===== src/rtl/pc_sequencer.sv =====
// Fetch-address sequencer: sequential advance, one-cycle redirects, and a pending-redirect
// slot that holds a target captured while the pipeline is stalled.
module pc_sequencer #(
    parameter logic [31:0] RESET_PC = 32'h0000_3000
) (
    input  logic        clk,
    input  logic        reset,
    input  logic        stall,
    input  logic        br_valid,
    input  logic [31:0] br_target,
    input  logic        jr_valid,
    input  logic [31:0] jr_target,
    output logic [31:0] pc,
    output logic [31:0] pc4,
    output logic        fetch_valid,
    output logic        pend
);

    typedef enum logic [1:0] {StRun, StHold, StHoldPend} state_e;

    state_e      r_state;
    logic [31:0] r_pc;
    logic [31:0] r_pend_tgt;
    logic        r_run;

    logic        w_redirect;
    logic [31:0] w_target;
    logic [31:0] w_pc4;

    assign w_redirect = jr_valid | br_valid;
    // jr has priority; targets are always word aligned
    assign w_target   = (jr_valid ? jr_target : br_target) & 32'hFFFF_FFFC;
    assign w_pc4      = r_pc + 32'd4;

    always_ff @(posedge clk) begin
        if (reset) begin
            r_state    <= StRun;
            r_pc       <= RESET_PC;
            r_pend_tgt <= 32'h0;
            r_run      <= 1'b0;
        end else begin
            r_run <= 1'b1;
            if (stall) begin
                if (w_redirect) begin
                    r_pend_tgt <= w_target;
                    r_state    <= StHoldPend;
                end else if (r_state == StRun) begin
                    r_state <= StHold;
                end
            end else begin
                // A fresh redirect beats a pending one; otherwise drain the pending slot
                if (w_redirect) begin
                    r_pc <= w_target;
                end else if (r_state == StHoldPend) begin
                    r_pc <= r_pend_tgt;
                end else begin
                    r_pc <= w_pc4;
                end
                r_pend_tgt <= 32'h0;
                r_state    <= StRun;
            end
        end
    end

    assign pc          = r_pc;
    assign pc4         = w_pc4;
    assign pend        = (r_state == StHoldPend);
    assign fetch_valid = r_run & ~stall;

endmodule


===== config.mk =====
export PLATFORM = sky130hd
export DESIGN_NAME = pc_sequencer
export DESIGN_NICKNAME = d
export VERILOG_FILES = /design/src/rtl/pc_sequencer.sv
export SDC_FILE = /design/constraint.sdc
export NUM_CORES = 1
export LEC_CHECK = 0
export BUFFER_PORTS_ARGS = -buffer_cell sky130_fd_sc_hd__buf_2
export CORE_AREA = 2 2 90 92
export DETAILED_ROUTE_END_ITERATION = 8
export DIE_AREA = 0 0 92 94
export PLACE_DENSITY = 0.84
export SLEW_MARGIN = 5
export SYNTH_ARGS = -nofsm -noshare
export SYNTH_HDL_FRONTEND = slang
export SYNTH_SLANG_ARGS = --single-unit

===== constraint.sdc =====
create_clock -name clk -period 5.55 [get_ports clk]
set_input_delay 0.2775 -clock clk [delete_from_list [all_inputs] [get_ports clk]]
set_output_delay 0.2775 -clock clk [all_outputs]
set_load 0.01 [all_outputs]

* Yosys cells after proc, flatten, opt, wreduce, memory -nomap -nowiden *
Cells that the tools add are included.

word-level totals
  input bits = 69
  word-level logic and storage cells = 20
  flip-flop bits (word level) = 65
  output and inout bits = 66

cells by class
  bitwise operators = 3
  eq/ne operators = 1
  mux-type cells = 6
  $add $sub $neg = 1
  reductions and logical operators = 4

operators with widths
  operator               count
  $mux 32                3
  $add 32x3->32 const B  1
  $mux 2                 2
  $reduce_or 3->1        1
  $eq 2x2->1 const B     1
  $logic_not 2->1        1
  $reduce_bool 2->1      1
  $reduce_or 2->1        1
  $and 1x1->1            1
  $mux 1                 1
  $not 1->1              1
  $or 1x1->1             1

* Logic depth before layout (Yosys ltp) *
Gate-level depths: netlist (run 1).

  word-level depth = 3
  gate-level depth with buffers = 7
  depth with buffers taken out = 6

* Worst setup path before layout (run 1) *
No wires, ideal clock.

  kind = reg2out
  start = reg r_pc[2], in the netlist pc[2]
  end = out pc4[28]
  path slack = 3.424 ns
  stages on the path, launching flop included = 6
  required time = 5.273 ns
  arrival = 1.849 ns
  cells stage by stage = dfxtp_1 ha_1 nand2_1 or4_1 o31a_1 or2_2

between the ends
  longest elaborated chain between the ends = 1

ends and longest elaborated chain
  what                    line  RTL
  from (decl)             22    logic [31:0] r_pc;
  from (signal assigned)  53    r_pc <= w_target;
  from (signal assigned)  55    r_pc <= r_pend_tgt;
  from (signal assigned)  57    r_pc <= w_pc4;
  $add 32x3->32           33    assign w_pc4 = r_pc + 32'd4;
  to (decl)               14    output logic [31:0] pc4,

Every way passes these cells.

* Worst setup path in the final report (run 1) *
Ends and elaborated chain as after synthesis.

==> results.json, run 1 <==
{
  "clk_pin_slew_ns": 0.07,
  "drt-met1-wl_mm": 5.62,
  "die_h_um": 94,
  "placed_area_mm2": 0.00469,
  "ys_ff_latch": 63,
  "yosysUniqueCellTypes": 67,
  "synth_area_leaders": "dfxtp_1, a21oi_1, nor2_1, nand2_1, o21ai_0",
  "cts_buffer_depth": 2,
  "rsz0062_at_grt": "no",
  "tns_ns": 0,
  "synth_edf_count": 0,
  "synth_compound_area_share_pct": 29.5,
  "numCtsBuffers": 9,
  "ys.flop_type": "dfxtp_1",
  "fin_area_mm2": 0.00492,
  "globalRouteOverflowTotal": 0,
  "route.detailed.drc": 0,
  "slew_viol_final": 0,
  "p_per_area_mw_per_mm2": 251,
  "die_w_um": 92,
  "area_growth_pct": 20.2,
  "arrival_ns": 2.50,
  "ir_drop_uv": 145,
  "cts_hold_buffers": 0,
  "status": "complete, no violations",
  "grt_max_degree": 102,
  "vias_per_cell": 6.16,
  "yosysTopAreaCellShare_pct": 30.8,
  "r2r-end": "pc[20]",
  "placementRows": 32,
  "wl_per_cell_um": 17.5,
  "clock_skew_ns": 0.0131,
  "yosysTopAreaCell": "dfxtp_1",
  "hpwlAfterDp_mm": 9.23,
  "maxCapViolations": 0,
  "synth_top_family_by_area": "compound AO/OA/AOI/OAI gates",
  "drt-pass1-iter-count": 5,
  "synth_simple_gate_area_share_pct": 25.0,
  "first_iter_violations": 423,
  "fmax_mhz": 360,
  "insertion_delay_ns": 0.35,
  "critical_path_required_ns": 5.27,
  "mappedNetlistArea_mm2": 0.00409,
  "fp.dieArea_mm2": 0.00865,
  "grt_pass1_wl_mm": 20.5,
  "hold_path_depth": 3,
  "min_path_type": "primary input to flop",
  "start_util_pct": 53.8,
  "route.met3.wl_mm": 1.33,
  "worstHoldStart": "jr_target[9]",
  "p_leak_nw": 2.12,
  "period_needed_ns": 2.78,
  "whs_endpoint": "r_pend_tgt[9]",
  "cts_repair_resize_count": 0,
  "wl_met2_mm": 5.80,
  "gp_congestion": 0.947,
  "num_io_pins": 135,
  "antenna_left": 0,
  "fin_nets": 707,
  "insertedDiodeCount": 0,
  "cts.sinks": 63,
  "hold_viol": 0,
  "min_period_over_period_pct": 50.0,
  "drive_gt1_share_pct": 24.8,
  "yosysMostFrequentCell": "dfxtp_1",
  "syn_inst": 539,
  "via_count": 4575,
  "timing_worst_setup_path_type": "flop to output pin",
  "rr_worst_depth": 6,
  "synth-async-reset-ratio_pct": 0,
  "cts_root_buffer": "clkbuf_8",
  "r2r_setup_slack_ns": 3.32,
  "antenna_found_initial": 0,
  "crit_path_start_kind": "flop",
  "core-area_mm2": 0.00761,
  "htree_levels": 3,
  "grtUsageTotal_pct": 30.0,
  "synthAdderAreaFrac_pct": 0.306,
  "relSlewSlack_pct": 23.0,
  "yosys.area_share.xor_xnor_pct": 4.92,
  "cts_tree": "built",
  "worstSetupEndpointType": "output pin",
  "finalWirelength_mm": 13.0,
  "worst_slew_pin_slew_ns": 1.15,
  "synth_common_cells": "dfxtp_1, nor2_1, a21oi_1",
  "hold_slack_ns": 0.174,
  "seq_area_frac_synth_pct": 30.8,
  "numPortBuffers": 126,
  "r2r-start": "pc[2]",
  "synthMuxAreaShare_pct": 2.97,
  "synth.avg_cell_area_um2": 7.59,
  "cts_setup_buffers": 0,
  "ys_warn_count": 0,
  "dr.max_layer_used": "met4",
  "finalSetupViolCount": 0,
  "cp_max_fo": 8,
  "grt_pass1_vias": 4113
}
state kept, by name, summed over array words and instances (netlist names):
name and cells:
pc 30, r_state 2, r_pend_tgt 30, r_run 1
metrics by stage:
stage               power [mW]  cells  setup WS [ns]  util (%)
global placement         0.760    728           2.92      61.6
global route              1.28    743           2.72      64.7
detailed placement       0.768    728           2.85      61.6
CTS                       1.23    743           2.80      64.7
finish                    1.24    743           2.77      64.7
floorplan                0.672    542           3.42         -
report_power, final:
part	internal [mW]	total, mW	switching, mW
logic	0.104	0.252	0.148
registers	0.478	0.515	0.0362
clock network	0.287	0.469	0.183
cell usage in the layout, fill, tap and decap left out, types with 11 or more instances in the layout:
cell type | Yosys | final
mux2i_1 | 11 | 11
o21ai_0 | 33 | 33
a21oi_1 | 54 | 54
clkbuf_8 | 0 | 12
nor2_1 | 62 | 62
a221oi_1 | 18 | 18
nand3_1 | 15 | 15
nand4_1 | 11 | 11
buf_2 | 3 | 126
inv_1 | 17 | 17
dfxtp_1 | 63 | 63
nand2b_1 | 19 | 19
xnor2_1 | 17 | 17
nand2_1 | 45 | 45
worst max-delay path, cell delays in order (launching register included):
cell     delay [ns]
dfxtp_1        0.50
ha_1           0.27
nand2_1        0.18
or4_1          0.50
o31a_1         0.27
or2_2          0.28
buf_2          0.14
cell type report:
class                   count  area [um2]
fillers                   692        2690
multi-input cells         416        2580
flip-flops and latches     63        1260
repair buffers            129         653
clock buffers              12         165
well taps                 102         128
inverters                  18        67.6
clock inverters             3        65.1
layer usage:
| layer | vias to the layer above | track usage, % |
|---|---|---|
| met5 | - | 0 |
| met3 | 29 | 6.18 |
| met4 | 0 | 13.3 |
| li1 | 2155 | - |
| met2 | 270 | 44.2 |
| met1 | 2121 | 42.1 |
worst max path at each step:
stage	startpoint	to	slack, ns
after global routing	pc[2]	pc4[28]	2.72
after floorplan	pc[2]	pc4[28]	3.42
after CTS	pc[2]	pc4[28]	2.80
after detailed placement	br_valid	pc[18]	2.85
final	pc[2]	pc4[28]	2.77
after global placement	br_valid	pc[18]	2.92
logic make-up (layout without fill, tap and decap cells):
| logic type | count (synthesis) | in the layout |
|---|---|---|
| other | 1 | 4 |
| XOR/XNOR | 23 | 23 |
| AO/OA/AOI/OAI | 178 | 178 |
| buffers and inverters | 63 | 162 |
| flip-flops | 63 | 63 |
| AND/OR/NAND/NOR | 198 | 198 |
| multiplexers | 12 | 12 |
| adder cells (fa/ha/maj) | 1 | 1 |
(Power assumes the default switching activity.)
==> run 2, diff against run 1 <==
CORE_AREA = 2 2 98 100   (was 2 2 90 92)
DIE_AREA = 0 0 100 102   (was 0 0 92 94)
PLACE_DENSITY = 0.75   (was 0.84)
clock period = 2.31 ns   (was 5.55 ns; I/O delays follow)
==> run 2 against run 1 <==
  * Clock skew is 0.0032 ns higher
  * Utilization is 7.9 points lower
  * Combinational power grew to 2.6 times the previous value
  * First-iteration DRC count is 5.4% higher
  * Register-to-register slack worse by 3.0 ns
  * Global-route usage is 4.1 points lower
  * Critical path depth is 1 lower
  * Total power is 130% higher
  * Setup slack worse by 2.7 ns
  * Largest power group unchanged
  * Sequential cell count stayed put
  * Clock-buffer cell count is 1 lower
  * Cell count is 4.0% higher
==> results.json, run 2 (same netlist as run 1, synthesis figures left out) <==
{
  "grt_pass1_vias": 4190,
  "period_needed_ns": 2.27,
  "grtUsageTotal_pct": 25.8,
  "drt-pass1-iter-count": 7,
  "wl_per_cell_um": 17.6,
  "drive_gt1_share_pct": 29.8,
  "die_w_um": 100,
  "maxCapViolations": 0,
  "num_io_pins": 135,
  "fp.dieArea_mm2": 0.0102,
  "worstSetupEndpointType": "output pin",
  "die_h_um": 102,
  "first_iter_violations": 446,
  "crit_path_start_kind": "flop",
  "slew_viol_final": 0,
  "cts_hold_buffers": 0,
  "dp_cells": 753,
  "cts_buffer_depth": 2,
  "finalSetupViolCount": 0,
  "cts.sinks": 63,
  "dp_slack_ns": 0.208,
  "worst_slew_pin_slew_ns": 0.627,
  "insertion_delay_ns": 0.35,
  "antenna_left": 0,
  "antenna_found_initial": 0,
  "cts_root_buffer": "clkbuf_8",
  "postLayoutSetupSlackWorst_ns": 0.0438,
  "min_path_type": "primary input to flop",
  "numPortBuffers": 126,
  "placementRows": 35,
  "p_leak_nw": 2.26,
  "min_period_over_period_pct": 98.1,
  "route.detailed.drc": 0,
  "relSlewSlack_pct": 58.2,
  "vias_per_cell": 6.06,
  "p_per_area_mw_per_mm2": 555,
  "seqCellArea_mm2": 0.00129,
  "post-route-util_pct": 56.8,
  "finalWirelength_mm": 13.6,
  "mostFrequentLayoutCells": "buf_2, nor2_1, a21oi_1",
  "grt_pass1_wl_mm": 20.8,
  "clk_pin_slew_ns": 0.06,
  "clock_skew_ns": 0.0163,
  "multi_input_area_mm2": 0.00265,
  "htree_levels": 3,
  "globalRouteOverflowTotal": 0,
  "via_count": 4681,
  "finalPower_mw": 2.87,
  "core-area_mm2": 0.00911,
  "area_growth_pct": 26.3,
  "numCtsBuffers": 9,
  "grt_max_degree": 58,
  "hold_viol": 0,
  "hpwlAfterDp_mm": 10.0,
  "arrival_ns": 2.15,
  "timing_worst_setup_path_type": "flop to output pin",
  "cts_tree": "built",
  "tns_ns": 0,
  "start_util_pct": 44.9,
  "fmax_mhz": 441,
  "final_common_cell": "buf_2",
  "gp_congestion": 0.937,
  "fin_nets": 727,
  "ir_drop_uv": 243,
  "cp_max_fo": 7,
  "status": "complete, no violations",
  "final_cells": 773,
  "n_fill_cell": 848,
  "critical_path_required_ns": 2.19,
  "insertedDiodeCount": 0
}
-- run 2: cell types whose count changed in the layout (fill, tap and decap cells not counted), sizes merged --
cell | previous run | this run
clkbuf | 12 | 11
clkinvlp | 0 | 3
bufinv | 2 | 1
buf | 129 | 149
-- run 2: critical path, cell delays in order (launching register included) --
cell	delay, ns
dfxtp_1	0.48
and4_1	0.32
nand3_2	0.20
nor4_2	0.41
xor2_1	0.23
buf_2	0.17
-- run 2: through the flow --
stage	area, um2	hold WS (ns)
after floorplan	4100	0.258
after global placement	4840	0.362
after detailed placement	4840	0.372
after CTS	5080	0.0193
after global routing	5170	0.0424
final	5170	0.0252
-- run 2: routing by layer --
layer | vias up | share of wire (%) | GRT usage [%]
met4 | 0 | 3.2 | 11.5
met1 | 2164 | 43 | 36.3
met2 | 283 | 44 | 40.1
met3 | 34 | 9.0 | 2.94
li1 | 2200 | - | -
met5 | - | 0 | 0
-- run 2: path summary, 6_finish.rpt --
kind	cells past startpoint	startpoint	slack (ns)	end
max reg2reg	5	pc[17]	0.31	pc[21]
min reg2reg	2	r_pend_tgt[12]	0.49	r_pend_tgt[12]
min	3	jr_target[24]	0.03	r_pend_tgt[24]
max	5	pc[17]	0.04	pc4[31]
-- run 2: report_power, final --
part           internal [mW]  leakage [nW]  switching [mW]
registers               1.15         0.522          0.0777
clock network          0.526        0.0916           0.457
logic                  0.279          1.64           0.378
total                   1.96          2.26           0.913
-- run 2: repair_timing --
| item | CTS | global route |
|---|---|---|
| setup buffers | 1 | 3 |
| pin swaps | 1 | 3 |
| gates resized for setup | 12 | 17 |
| endpoints found under the setup margin | 4 | 7 |
| hold endpoints to repair | 0 | 0 |
-- run 2: cell type report --
type | instances | area share [%]
Inverter | 18 | 1.31
Tap cell | 111 | 2.69
Sequential cell | 63 | 24.9
Clock buffer | 11 | 2.73
Multi-Input combinational cell | 416 | 51.3
Clock inverter | 5 | 1.11
Timing Repair Buffer | 149 | 16.0
